$ cat config.mk
export PLATFORM = sky130hd
export DESIGN_NAME = dqs_write_burst_gen
export DESIGN_NICKNAME = d
export VERILOG_FILES = /design/src/rtl/dqs_write_burst_gen_pkg.sv /design/src/rtl/dqs_write_burst_gen.sv
export SDC_FILE = /design/constraint.sdc
export NUM_CORES = 1
export LEC_CHECK = 0
export CAP_MARGIN = 30
export CELL_PAD_IN_SITES_DETAIL_PLACEMENT = 0
export CELL_PAD_IN_SITES_GLOBAL_PLACEMENT = 1
export CORE_ASPECT_RATIO = 0.6
export CORE_UTILIZATION = 35
export CTS_CLUSTER_SIZE = 40
export DETAILED_ROUTE_END_ITERATION = 6
export PLACE_DENSITY = 0.81
export SYNTH_ARGS = -nofsm -noshare
export SYNTH_HDL_FRONTEND = slang
export SYNTH_SLANG_ARGS = --single-unit
$ cat constraint.sdc
create_clock -name FAB_CLK -period 3.6 [get_ports FAB_CLK]
set_clock_uncertainty 0.2 [all_clocks]
set_input_delay 1.08 -clock FAB_CLK [delete_from_list [all_inputs] [get_ports FAB_CLK]]
set_output_delay 1.08 -clock FAB_CLK [all_outputs]
set_load 0.03 [all_outputs]
$ cat src/rtl/dqs_write_burst_gen_pkg.sv
`default_nettype none
// +----------------------------------------------------------------------+
// | dqs_tx_pkg                                                           |
// | States and serializer/output-enable words for the DQS write driver.  |
// | Rev 1.0                                                              |
// +----------------------------------------------------------------------+
package dqs_tx_pkg;

  typedef enum logic [2:0] {
    IDLE     = 3'd0,
    WAIT_LAT = 3'd1,
    PRE      = 3'd2,
    BURST    = 3'd3,
    POST     = 3'd4
  } dqs_state_e;

  // TX bit0 / OE bit0 are the earliest UI of the FAB_CLK cycle
  localparam logic [7:0] TX_IDLE   = 8'h00;
  localparam logic [7:0] TX_PRE1   = 8'h00;
  localparam logic [7:0] TX_PRE2   = 8'b0001_0000;
  localparam logic [7:0] TX_TOGGLE = 8'b0101_0101;

  localparam logic [3:0] OE_IDLE   = 4'b0000;
  localparam logic [3:0] OE_PRE1   = 4'b1000;
  localparam logic [3:0] OE_PRE2   = 4'b1100;
  localparam logic [3:0] OE_BURST  = 4'b1111;
  localparam logic [3:0] OE_POST   = 4'b0001;

endpackage
`default_nettype wire

$ cat src/rtl/dqs_write_burst_gen.sv
`default_nettype none
// +----------------------------------------------------------------------+
// | dqs_write_burst_gen                                                  |
// | DQS lane transmit driver: latency wait, preamble, BL8 bursts,        |
// | postamble. All outputs registered one cycle behind the FSM state.    |
// | Rev 1.0                                                              |
// +----------------------------------------------------------------------+
module dqs_write_burst_gen
  import dqs_tx_pkg::*;
#(
  parameter int WR_LAT = 2,
  parameter int BCNT_W = 4
) (
  input  logic              FAB_CLK,
  input  logic              ARST,
  input  logic              WR_VALID,
  output logic              WR_READY,
  input  logic [BCNT_W-1:0] WR_BURSTS,
  input  logic              PRE_2TCK,
  output logic [7:0]        TX_DATA,
  output logic [3:0]        OE_DATA,
  output logic              DQ_BURST,
  output logic              BUSY
);

  // Shared down-counter must hold both the latency and the burst count
  localparam int CNT_W = (BCNT_W > 4) ? BCNT_W : 4;
  localparam logic [CNT_W-1:0] CNT_ONE  = CNT_W'(1);
  localparam logic [CNT_W-1:0] LAT_LOAD = (WR_LAT > 0) ? CNT_W'(WR_LAT - 1) : '0;

  dqs_state_e        state_q, state_d;
  logic [CNT_W-1:0]  cnt_q, cnt_d;
  logic [BCNT_W-1:0] bursts_q, bursts_d;
  logic              pre2_q, pre2_d;
  logic [7:0]        tx_q, tx_d;
  logic [3:0]        oe_q, oe_d;
  logic              dq_burst_q, dq_burst_d;
  logic              ready_q, ready_d;
  logic              busy_q, busy_d;
  logic              accept;

  always_comb begin
    state_d    = state_q;
    cnt_d      = cnt_q;
    bursts_d   = bursts_q;
    pre2_d     = pre2_q;
    tx_d       = TX_IDLE;
    oe_d       = OE_IDLE;
    dq_burst_d = 1'b0;
    accept     = WR_VALID & ready_q;

    case (state_q)
      IDLE: begin
        if (accept) begin
          bursts_d = WR_BURSTS;
          pre2_d   = PRE_2TCK;
          if (WR_LAT > 0) begin
            state_d = WAIT_LAT;
            cnt_d   = LAT_LOAD;
          end else begin
            state_d = PRE;
          end
        end
      end
      WAIT_LAT: begin
        if (cnt_q == '0) state_d = PRE;
        else             cnt_d   = cnt_q - CNT_ONE;
      end
      PRE: begin
        tx_d    = pre2_q ? TX_PRE2 : TX_PRE1;
        oe_d    = pre2_q ? OE_PRE2 : OE_PRE1;
        state_d = BURST;
        cnt_d   = CNT_W'(bursts_q);
      end
      BURST: begin
        tx_d       = TX_TOGGLE;
        oe_d       = OE_BURST;
        dq_burst_d = 1'b1;
        // Exit on zero rather than decrementing past it, so max count cannot wrap
        if (cnt_q == '0) state_d = POST;
        else             cnt_d   = cnt_q - CNT_ONE;
      end
      POST: begin
        oe_d    = OE_POST;
        state_d = IDLE;
      end
      default: state_d = IDLE;
    endcase

    // Ready returns only once the postamble word has left the output register
    ready_d = (state_q == IDLE) && !accept;
    busy_d  = !ready_d;
  end

  always_ff @(posedge FAB_CLK or posedge ARST) begin
    if (ARST) begin
      state_q    <= IDLE;
      cnt_q      <= '0;
      bursts_q   <= '0;
      pre2_q     <= 1'b0;
      tx_q       <= TX_IDLE;
      oe_q       <= OE_IDLE;
      dq_burst_q <= 1'b0;
      ready_q    <= 1'b1;
      busy_q     <= 1'b0;
    end else begin
      state_q    <= state_d;
      cnt_q      <= cnt_d;
      bursts_q   <= bursts_d;
      pre2_q     <= pre2_d;
      tx_q       <= tx_d;
      oe_q       <= oe_d;
      dq_burst_q <= dq_burst_d;
      ready_q    <= ready_d;
      busy_q     <= busy_d;
    end
  end

  assign WR_READY = ready_q;
  assign BUSY     = busy_q;
  assign TX_DATA  = tx_q;
  assign OE_DATA  = oe_q;
  assign DQ_BURST = dq_burst_q;

endmodule
`default_nettype wire

==> results of run 1 <==
-- power by group through the flow --
| stage | sequential, mW | combinational (mW) | clock [mW] |
|---|---|---|---|
| 6_report | 0.408 | 0.531 | 0.151 |
| 5_1_grt | 0.423 | 0.575 | 0.165 |
| 4_1_cts | 0.407 | 0.537 | 0.153 |
| 3_5_place_dp | 0.412 | 0.534 | 0 |
| 3_3_place_gp | 0.408 | 0.522 | 0 |
| 2_1_floorplan | 0.435 | 0.380 | 0 |
-- layout by cell type (no fill, tap or decap), drive strengths merged, types with 2 or more instances in the layout --
cell           count
nor2               4
a21oi              3
mux2               6
inv                8
dfrtp             18
nor3               2
clkbuf             4
clkdlybuf4s50     18
a211o              2
nand3b             3
conb               4
a22o               2
or3b               2
nand2b             3
nand2              4
ha                 2
-- worst reg2reg max path: stages, from the launching register on --
cell and delay (ns):
dfrtp_1 0.37, inv_1 0.09, ha_1 0.22, and4bb_2 0.26
nor3_4 0.25, mux2_4 0.33
-- stage by stage --
stage	setup WS [ns]	instance area, um2	hold WS, ns
finish	0.8488	1136	0.2914
floorplan	1.476	954.7	0.2417
global placement	0.9399	1091	0.2664
detailed placement	0.9040	1091	0.2748
CTS	0.8440	1136	0.2889
global route	0.8160	1136	0.3200
-- layout make-up --
class / count / area (um2) / share of cell area
multi-input cells: 46 / 364.1 / 0.3205
flip-flops and latches: 19 / 476.7 / 0.4196
inverters: 8 / 30.03 / 0.02643
clock buffers: 4 / 45.04 / 0.03965
well taps: 32 / 40.04 / 0.03524
repair buffers: 18 / 180.2 / 0.1586
-- per-layer routing --
metal,share of wire,routed length (um),global-route usage,vias up
li1,-,-,-,287
met1,0.52,812,0.1769,303
met2,0.41,647,0.1689,21
met3,0.068,107,0.06010,0
met4,0,0,0.01224,0
met5,0,0,0,-
-- cells by family (layout without fill, tap and decap cells) --
logic type / count (synthesis) / count (layout) / synth area share
XOR/XNOR: 1 / 1 / 0.009286
other: 1 / 4 / 0.003975
multiplexers: 7 / 7 / 0.08620
buffers and inverters: 19 / 30 / 0.1207
adder cells (fa/ha/maj): 2 / 2 / 0.02652
AO/OA/AOI/OAI: 10 / 10 / 0.08090
AND/OR/NAND/NOR: 22 / 22 / 0.1671
flip-flops: 19 / 19 / 0.5053
-- worst paths after layout --
| kind | from | cells past startpoint | to |
|---|---|---|---|
| min in group asynchronous | ARST | 2 | state_q[0] |
| setup / recovery | WR_READY | 1 | WR_READY |
| hold / removal | cnt_q[3] | 1 | state_q[2] |
| max in group asynchronous | ARST | 2 | state_q[1] |
| hold reg to reg | cnt_q[3] | 1 | state_q[2] |
| setup reg to reg | cnt_q[0] | 5 | cnt_q[1] |
-- registers in the layout, indices dropped and copies added, names as in the netlist --
signal,flops
cnt_q,4
state_q,3
DQ_BURST,1
WR_READY,1
OE_DATA,3
bursts_q,4
pre2_q,1
TX_DATA,1
BUSY,1
-- synthesized netlist by cell type, types with 2 or more instances --
library cell | count | area (um2)
nand2b_1 | 2 | 12.51
nand3b_1 | 3 | 22.52
mux2_2 | 5 | 56.30
a211o_1 | 2 | 17.52
dfrtp_1 | 18 | 450.4
ha_1 | 2 | 25.02
a22o_1 | 2 | 17.52
a21oi_1 | 3 | 15.01
buf_4 | 9 | 67.56
nor2_1 | 4 | 15.01
nand2_1 | 4 | 15.01
inv_1 | 8 | 30.03
==> metrics.yaml, run 1 <==
synth-seq-cells: 19
die_w_um: 69.03
maxSlewHeadroom: 0.5042
layout-drive-gt1-share: 0.1684
async_flop_share: 1.000
start_util: 0.3740
synth_cell_types: 31
cellLeakagePower_nw: 0.5164
cp_max_fo: 3
netlist_area_um2: 943.4
num-nets-final: 106
grt_pass1_wl_mm: 2.677
die_area_um2: 2914
max_slew.worst_pin.slew_ns: 0.7429
ys_seq_area_frac: 0.5053
die_h_um: 42.22
place_inst: 123
num_antenna_cells: 0
antenna_found_initial: 0
synth_warnings: 0
ios: 23
grt_max_degree: 20
root_buffer: "clkbuf_8"
r2r_setup_slack_ns: 1.78
area_growth_pct: 20.42
post_cts_buffers: 0
p_comb_frac: 0.487
rows: 14
syn_avg_cell_area_um2: 11.65
htreeDepth: 1
grt_pass1_vias: 552
switching_share: 0.3964
finalCriticalPeriod_ns: 2.751
crit_type: "reg -> out"
cts.sinks: 19
path_buf_inv: 1
hold_buffers: 0
crit_arrival_ns: 1.47
core_area_um2: 2522
cts_buffers: 3
finalSetupViolations: 0
clock_latency_ns: 0.26
crit_required_ns: 2.32
finalCritPeriodShare: 0.7642
hp-class: "reg -> reg"
clkPwrFrac: 0.139
gp_congestion: 0.8294
maxCapViolations: 0
status: "finished, final reports clean"
grt_use_total: 0.1223
ant_nets: 0
fmax_mhz: 363.5
vias_per_cell: 4.811
crit_slowest_cell: "clkdlybuf4s50_1"
critPathTopFamily: "buffers and inverters"
drt-total-wl_mm: 1.566
tns_ns: 0
hold_viol_final: 0
power.total_mw: 1.090
synth_edf_count: 0
fillerInstances: 232
path_clk_slew_ns: 0.07
rsz0062_at_grt: "no"
switchingPower_uw: 432.0
syn_inst: 81
utilization: 0.4504
detail_route.iter0.violations: 40
firstDrtPassIters: 4
p_seq_frac: 0.374
ctsResizeCount: 0
synth_ff_type: "dfrtp_1"
avgRoutedWirePerCell_um: 12.33
cp_cell_sequence: "clkdlybuf4s50_1"
start_kind: "register"
cts_tree: "built"
drc: 0
hpwl_mm: 1.153
slew_violations: 0
power.density_nw_per_um2: 959.3
overflow: 0
fin_cells: 127
ir_worst_vdd_uv: 345.6
critical_path.max_stage_delay_ns: 0.66
critPathCaptureType: "primary output"
portBuffers: 18
clk_path_buf_depth: 2
vias: 611
p_int_uw: 657.8
(Power assumes the default switching activity.)
==> run 2: changes to the inputs <==
--- a/config.mk
+++ b/config.mk
@@ -9,10 +9,10 @@
 export CELL_PAD_IN_SITES_DETAIL_PLACEMENT = 0
 export CELL_PAD_IN_SITES_GLOBAL_PLACEMENT = 1
 export CORE_ASPECT_RATIO = 0.6
-export CORE_UTILIZATION = 35
+export CORE_UTILIZATION = 33
 export CTS_CLUSTER_SIZE = 40
 export DETAILED_ROUTE_END_ITERATION = 6
-export PLACE_DENSITY = 0.81
+export PLACE_DENSITY = 0.8
 export SYNTH_ARGS = -nofsm -noshare
 export SYNTH_HDL_FRONTEND = slang
 export SYNTH_SLANG_ARGS = --single-unit
==> constraint.sdc (replaced) <==
create_clock -name FAB_CLK -period 2.4 [get_ports FAB_CLK]
set_clock_uncertainty 0.2 [all_clocks]
set_input_delay 0.72 -clock FAB_CLK [delete_from_list [all_inputs] [get_ports FAB_CLK]]
set_output_delay 0.72 -clock FAB_CLK [all_outputs]
set_load 0.03 [all_outputs]
==> run 2 against run 1 <==
The flow now finishes with violations (design-rule violations). Wire length up 6.3%. Cell area up 0.66%. Largest power group unchanged. Sequential power up 51%. Register-to-register slack worse by 1.2 ns. Critical path type unchanged. Clock power up 45%. Worst hold slack better by 0.0083 ns. First-iteration DRC count up 5.0%.
==> metrics.yaml, run 2 (synthesis results as in run 1) <==
grt_use_total: 0.1238  # +0.001494
finalCriticalPeriod_ns: 2.262
portBuffers: 18  # unchanged
vias_per_cell: 4.750  # -1.3%
critPathTopFamily: "buffers and inverters"
fin_cells: 128  # +0.79%
drt-total-wl_mm: 1.664  # +6.3%
status: "complete, but fails checks"
biggestRegsByFlops: "bursts_q x4, cnt_q x4"
slew_violations: 0  # unchanged
rsz0062_at_grt: "no"
core_area_um2: 2610  # +3.5%
finalCritPeriodShare: 0.9427
crit_slowest_cell: "clkdlybuf4s50_1"
ant_nets: 0  # unchanged
num-nets-final: 107  # +0.94%
ios: 23  # unchanged
grt_pass1_vias: 611  # +11%
critical_path.max_stage_delay_ns: 0.69  # +0.03 ns
start_util: 0.3615  # -0.01255
critPathCaptureType: "primary output"
detail_route.iter0.violations: 42  # +5.0%
min_path_cells: 1  # unchanged
r2r_setup_slack_ns: 0.57  # -1.21 ns
drc: 2  # +2
hp-class: "reg -> reg"
cts_buffers: 3  # unchanged
crit_arrival_ns: 1.34  # -0.13 ns
num_antenna_cells: 0  # unchanged
die_h_um: 43.42  # +2.8%
fmax_mhz: 442.0
avgRoutedWirePerCell_um: 13.00  # +5.4%
layout-drive-gt1-share: 0.1875  # +0.01908
hold_buffers: 0  # unchanged
die_w_um: 71.03  # +2.9%
violations: "design-rule violations"
area_growth_pct: 21.22
cp_cell_sequence: "clkdlybuf4s50_1"
cts_tree: "built"
cts.sinks: 19  # unchanged
place_inst: 124  # +0.81%
power.density_nw_per_um2: 1424  # +48%
ir_worst_vdd_uv: 500.4  # +45%
path_buf_inv: 1  # unchanged
htreeDepth: 1  # unchanged
layout_commonest_cell: "dfrtp_1"
r2r.worst_path.cells: 5  # unchanged
start_kind: "register"
gp_congestion: 0.7657  # -7.7%
grt_pass1_wl_mm: 2.760  # +3.1%
hpwl_mm: 1.282  # +11%
die_area_um2: 3084  # +5.8%
root_buffer: "clkbuf_8"
cp.depth: 1  # unchanged
clock_latency_ns: 0.26  # about the same
crit_required_ns: 1.48  # -0.84 ns
crit_type: "reg -> out"
tns_ns: 0  # unchanged
overflow: 0  # unchanged
final_cell_mix: "dfrtp_1 (18), clkdlybuf4s50_1 (17), inv_1 (8)"
fillerInstances: 247  # +6.5%
vias: 608  # -0.49%
cp_max_fo: 5  # +2
cellLeakagePower_nw: 0.5277  # +2.2%
finalSetupViolations: 0  # unchanged
hold_viol_final: 0  # unchanged
whs_ns: 0.2997  # +0.008308 ns
firstDrtPassIters: 6  # +2
antenna_found_initial: 0  # unchanged
grt_max_degree: 20  # unchanged
clk_path_buf_depth: 2  # unchanged
rows: 14  # unchanged
path_clk_slew_ns: 0.07  # about the same
maxCapViolations: 0  # unchanged
## run 2: cell count changes in the layout (fill, tap and decap cells not counted)
cell / change
dlygate4sd2_1: +1
buf_4: +1
clkdlybuf4s50_1: -1
clkbuf_1: -1
clkinv_2: +1
## run 2: cell type report
type                    instances  area [um2]  area share
clock buffers                   3       41.29     0.03610
inverters                       8       30.03     0.02626
well taps                      32       40.04     0.03501
flip-flops and latches         19       476.7      0.4168
clock inverters                 1       5.005    0.004376
multi-input cells              46       364.1      0.3184
repair buffers                 19       186.4      0.1630
## run 2: what timing repair did
item	4_1_cts	5_1_grt
hold endpoints to repair	0	0
setup endpoints to repair	1	0
buffers inserted	0	0
resized for setup	1	0
## run 2: routing by layer
layer / GRT usage / wire, um / vias to the layer above
li1: - / - / 292
met1: 0.1544 / 791 / 295
met2: 0.2019 / 770 / 18
met3: 0.05116 / 87 / 3
met4: 0.03600 / 15 / 0
met5: 0 / 0 / -
## run 2: where the power goes
| group | switching [mW] | total (mW) | leakage [nW] | internal (mW) |
|---|---|---|---|---|
| clock network | 0.104 | 0.219 | 0.0255 | 0.115 |
| registers | 0.145 | 0.616 | 0.231 | 0.471 |
| logic | 0.401 | 0.794 | 0.272 | 0.393 |
## run 2: worst paths after layout
check,startpoint,to
max in group asynchronous,ARST,WR_READY
min reg2reg,cnt_q[3],state_q[2]
max,DQ_BURST,TX_DATA[0]
min in group asynchronous,ARST,OE_DATA[2]
min,cnt_q[3],state_q[2]
max reg2reg,cnt_q[0],cnt_q[1]
## run 2: through the flow
step	util	area [um2]	setup slack, ns	total power [mW]
floorplan	-	954.7	0.6362	1.223
global placement	0.4209	1099	0.09883	1.398
detailed placement	0.4209	1099	0.07361	1.433
CTS	0.4382	1144	0.1221	1.652
global route	0.4382	1144	0.06192	1.737
finish	0.4382	1144	0.1376	1.629
==> run 3: changes to the inputs <==
--- a/config.mk
+++ b/config.mk
@@ -9,10 +9,10 @@
 export CELL_PAD_IN_SITES_DETAIL_PLACEMENT = 0
 export CELL_PAD_IN_SITES_GLOBAL_PLACEMENT = 1
 export CORE_ASPECT_RATIO = 0.6
-export CORE_UTILIZATION = 33
+export CORE_UTILIZATION = 30
 export CTS_CLUSTER_SIZE = 40
 export DETAILED_ROUTE_END_ITERATION = 6
-export PLACE_DENSITY = 0.8
+export PLACE_DENSITY = 0.75
 export SYNTH_ARGS = -nofsm -noshare
 export SYNTH_HDL_FRONTEND = slang
 export SYNTH_SLANG_ARGS = --single-unit
==> run 3 against run 2 <==
The run now ends clean. First-iteration DRC count shrank 55%. Wire length down 4.3%. Die area increased by 9.6%. Count of clock-buffer cells in the layout unchanged. Global-route usage down 1.6 points. Via count grew 0.16%. Register-to-register slack improved by 0.02 ns. Flip-flop and latch count did not move. Combinational power fell by 0.8%. Critical path depth did not move. Core utilization shrank 4.3 points. Worst hold slack worse by 0.013 ns. Critical path type unchanged. Critical endpoint unchanged. Largest cell class unchanged.
==> metrics.yaml, run 3 (synthesis results as in run 1) <==
met1_length_um: 785  # -0.76%
avgRoutedWirePerCell_um: 11.54  # -11%
num-nets-final: 107  # unchanged
tns_ns: 0  # unchanged
rsz0062_at_grt: "no"
r2r-start: "cnt_q[0]"
root_buffer: "clkbuf_8"
cts.sinks: 19  # unchanged
ir_worst_vdd_uv: 371.6  # -26%
place_inst: 134  # +8.1%
wl_met2_um: 680  # -12%
antenna_found_initial: 0  # unchanged
r2r.worst_path.cells: 5  # unchanged
htreeDepth: 1  # unchanged
power.total_mw: 1.627  # -0.12%
drc: 0  # -2
fillerInstances: 292  # +18%
start_util: 0.3222  # -0.03924
fin_cells: 138  # +7.8%
cp.depth: 1  # unchanged
pre_cts_ws_ns: 0.07876  # +0.005152 ns
biggestRegsByFlops: "bursts_q x4, cnt_q x4"
clk_path_buf_depth: 2  # unchanged
fmax_mhz: 442.4  # about the same
ant_nets: 0  # unchanged
cts_buffers: 3  # unchanged
whs_ns: 0.2864  # -0.01334 ns
finalCritPeriodShare: 0.9418  # about the same
layout_commonest_cell: "dfrtp_1"
cellLeakagePower_nw: 0.5277  # unchanged
finalCriticalPeriod_ns: 2.260  # -0.002010 ns
vias: 609  # +0.16%
finalWorstSetupSlack_ns: 0.1396  # +0.002010 ns
die_area_um2: 3380  # +9.6%
cp_cell_sequence: "clkdlybuf4s50_1"
switching_share: 0.3987  # about the same
core_area_um2: 2928  # +12%
vias_per_cell: 4.413  # -7.1%
gp_congestion: 0.7650  # about the same
detail_route.iter0.violations: 19  # -55%
crit_required_ns: 1.48  # about the same
multiInputGateArea_um2: 364.1  # unchanged
critical_path.max_stage_delay_ns: 0.69  # about the same
p_comb_frac: 0.484  # -0.003
critPathTopFamily: "buffers and inverters"
crit_slowest_cell: "clkdlybuf4s50_1"
clock_latency_ns: 0.26  # about the same
hold_path_startpoint: "cnt_q[3]"
routed.top_layer: "met4"
finalSetupViolations: 0  # unchanged
crit_type: "reg -> out"
area_growth_pct: 22.55
grt_pass1_wl_mm: 2.573  # -6.8%
grt_max_degree: 20  # unchanged
seq_area_um2: 476.7  # unchanged
crit_arrival_ns: 1.34  # about the same
num_antenna_cells: 0  # unchanged
path_buf_inv: 1  # unchanged
r2r_setup_slack_ns: 0.59  # +0.02 ns
die_w_um: 74.40  # +4.7%
drt-total-wl_mm: 1.592  # -4.3%
slew_violations: 0  # unchanged
layout-drive-gt1-share: 0.1875  # unchanged
hp-class: "reg -> reg"
ios: 23  # unchanged
overflow: 0  # unchanged
p_seq_frac: 0.375  # -0.003
maxCapViolations: 0  # unchanged
path_clk_slew_ns: 0.08  # about the same
die_h_um: 45.44  # +4.7%
firstDrtPassIters: 4  # -2
p_int_uw: 978.3  # about the same
cp-startpoint: "DQ_BURST"
start_kind: "register"
power.density_nw_per_um2: 1407  # -1.2%
portBuffers: 18  # unchanged
hpwl_mm: 1.228  # -4.2%
grt_pass1_vias: 573  # -6.2%
switchingPower_uw: 648.7  # -0.17%
met3WireLength_um: 115  # +32%
final_cell_mix: "dfrtp_1 (18), clkdlybuf4s50_1 (17), inv_1 (8)"
critPathCaptureType: "primary output"
endpoint: "TX_DATA[0]"
hold_viol_final: 0  # unchanged
hold_buffers: 0  # unchanged
cts_tree: "built"
r2r_end: "cnt_q[1]"
status: "finished, final reports clean"
clkPwrFrac: 0.140  # +0.005
grt_use_total: 0.1082  # -0.01565
cp_max_fo: 5  # unchanged
rows: 15  # +1
==> run 3: cell counts in the layout (fill, tap and decap cells not counted) <==
Identical to the previous run, type by type.
==> run 3: stage by stage <==
stage | util | area [um2]
final | 0.3949 | 1156
after global routing | 0.3949 | 1156
after CTS | 0.3949 | 1156
after detailed placement | 0.3795 | 1111
after global placement | 0.3795 | 1111
after floorplan | - | 954.7
==> run 3: power groups by stage <==
| stage | clock, mW | sequential, mW | combinational, mW |
|---|---|---|---|
| floorplan | 0 | 0.653 | 0.570 |
| global placement | 0 | 0.615 | 0.788 |
| detailed placement | 0 | 0.621 | 0.803 |
| CTS | 0.237 | 0.614 | 0.799 |
| global route | 0.249 | 0.631 | 0.859 |
| finish | 0.228 | 0.611 | 0.788 |
==> run 3: layout make-up <==
type,instances,area share
clock inverter,1,0.004329
tap,42,0.04545
sequential,19,0.4123
multi-input combinational,46,0.3149
timing repair buffer,19,0.1613
inverter,8,0.02597
clock buffer,3,0.03571
==> run 3: timing repair <==
action                                  in CTS  in global routing
gates resized for setup                      1                  0
endpoints found under the hold margin        0                  0
setup buffers                                0                  0
endpoints found under the setup margin       1                  0
==> run 3: how the worst min path moves through the flow <==
stage,endpoint,slack (ns),depth (start not counted)
3_3_place_gp,state_q[2],0.27,1
3_5_place_dp,state_q[2],0.28,1
6_report,state_q[2],0.29,1
5_1_grt,state_q[2],0.32,1
4_1_cts,state_q[2],0.29,1
2_1_floorplan,state_q[2],0.24,1
==> run 3: metal layers <==
metal / track usage / vias up
met2: 0.1640 / 21
met4: 0.03396 / 0
met1: 0.1409 / 295
li1: - / 291
met5: 0 / -
met3: 0.04646 / 2
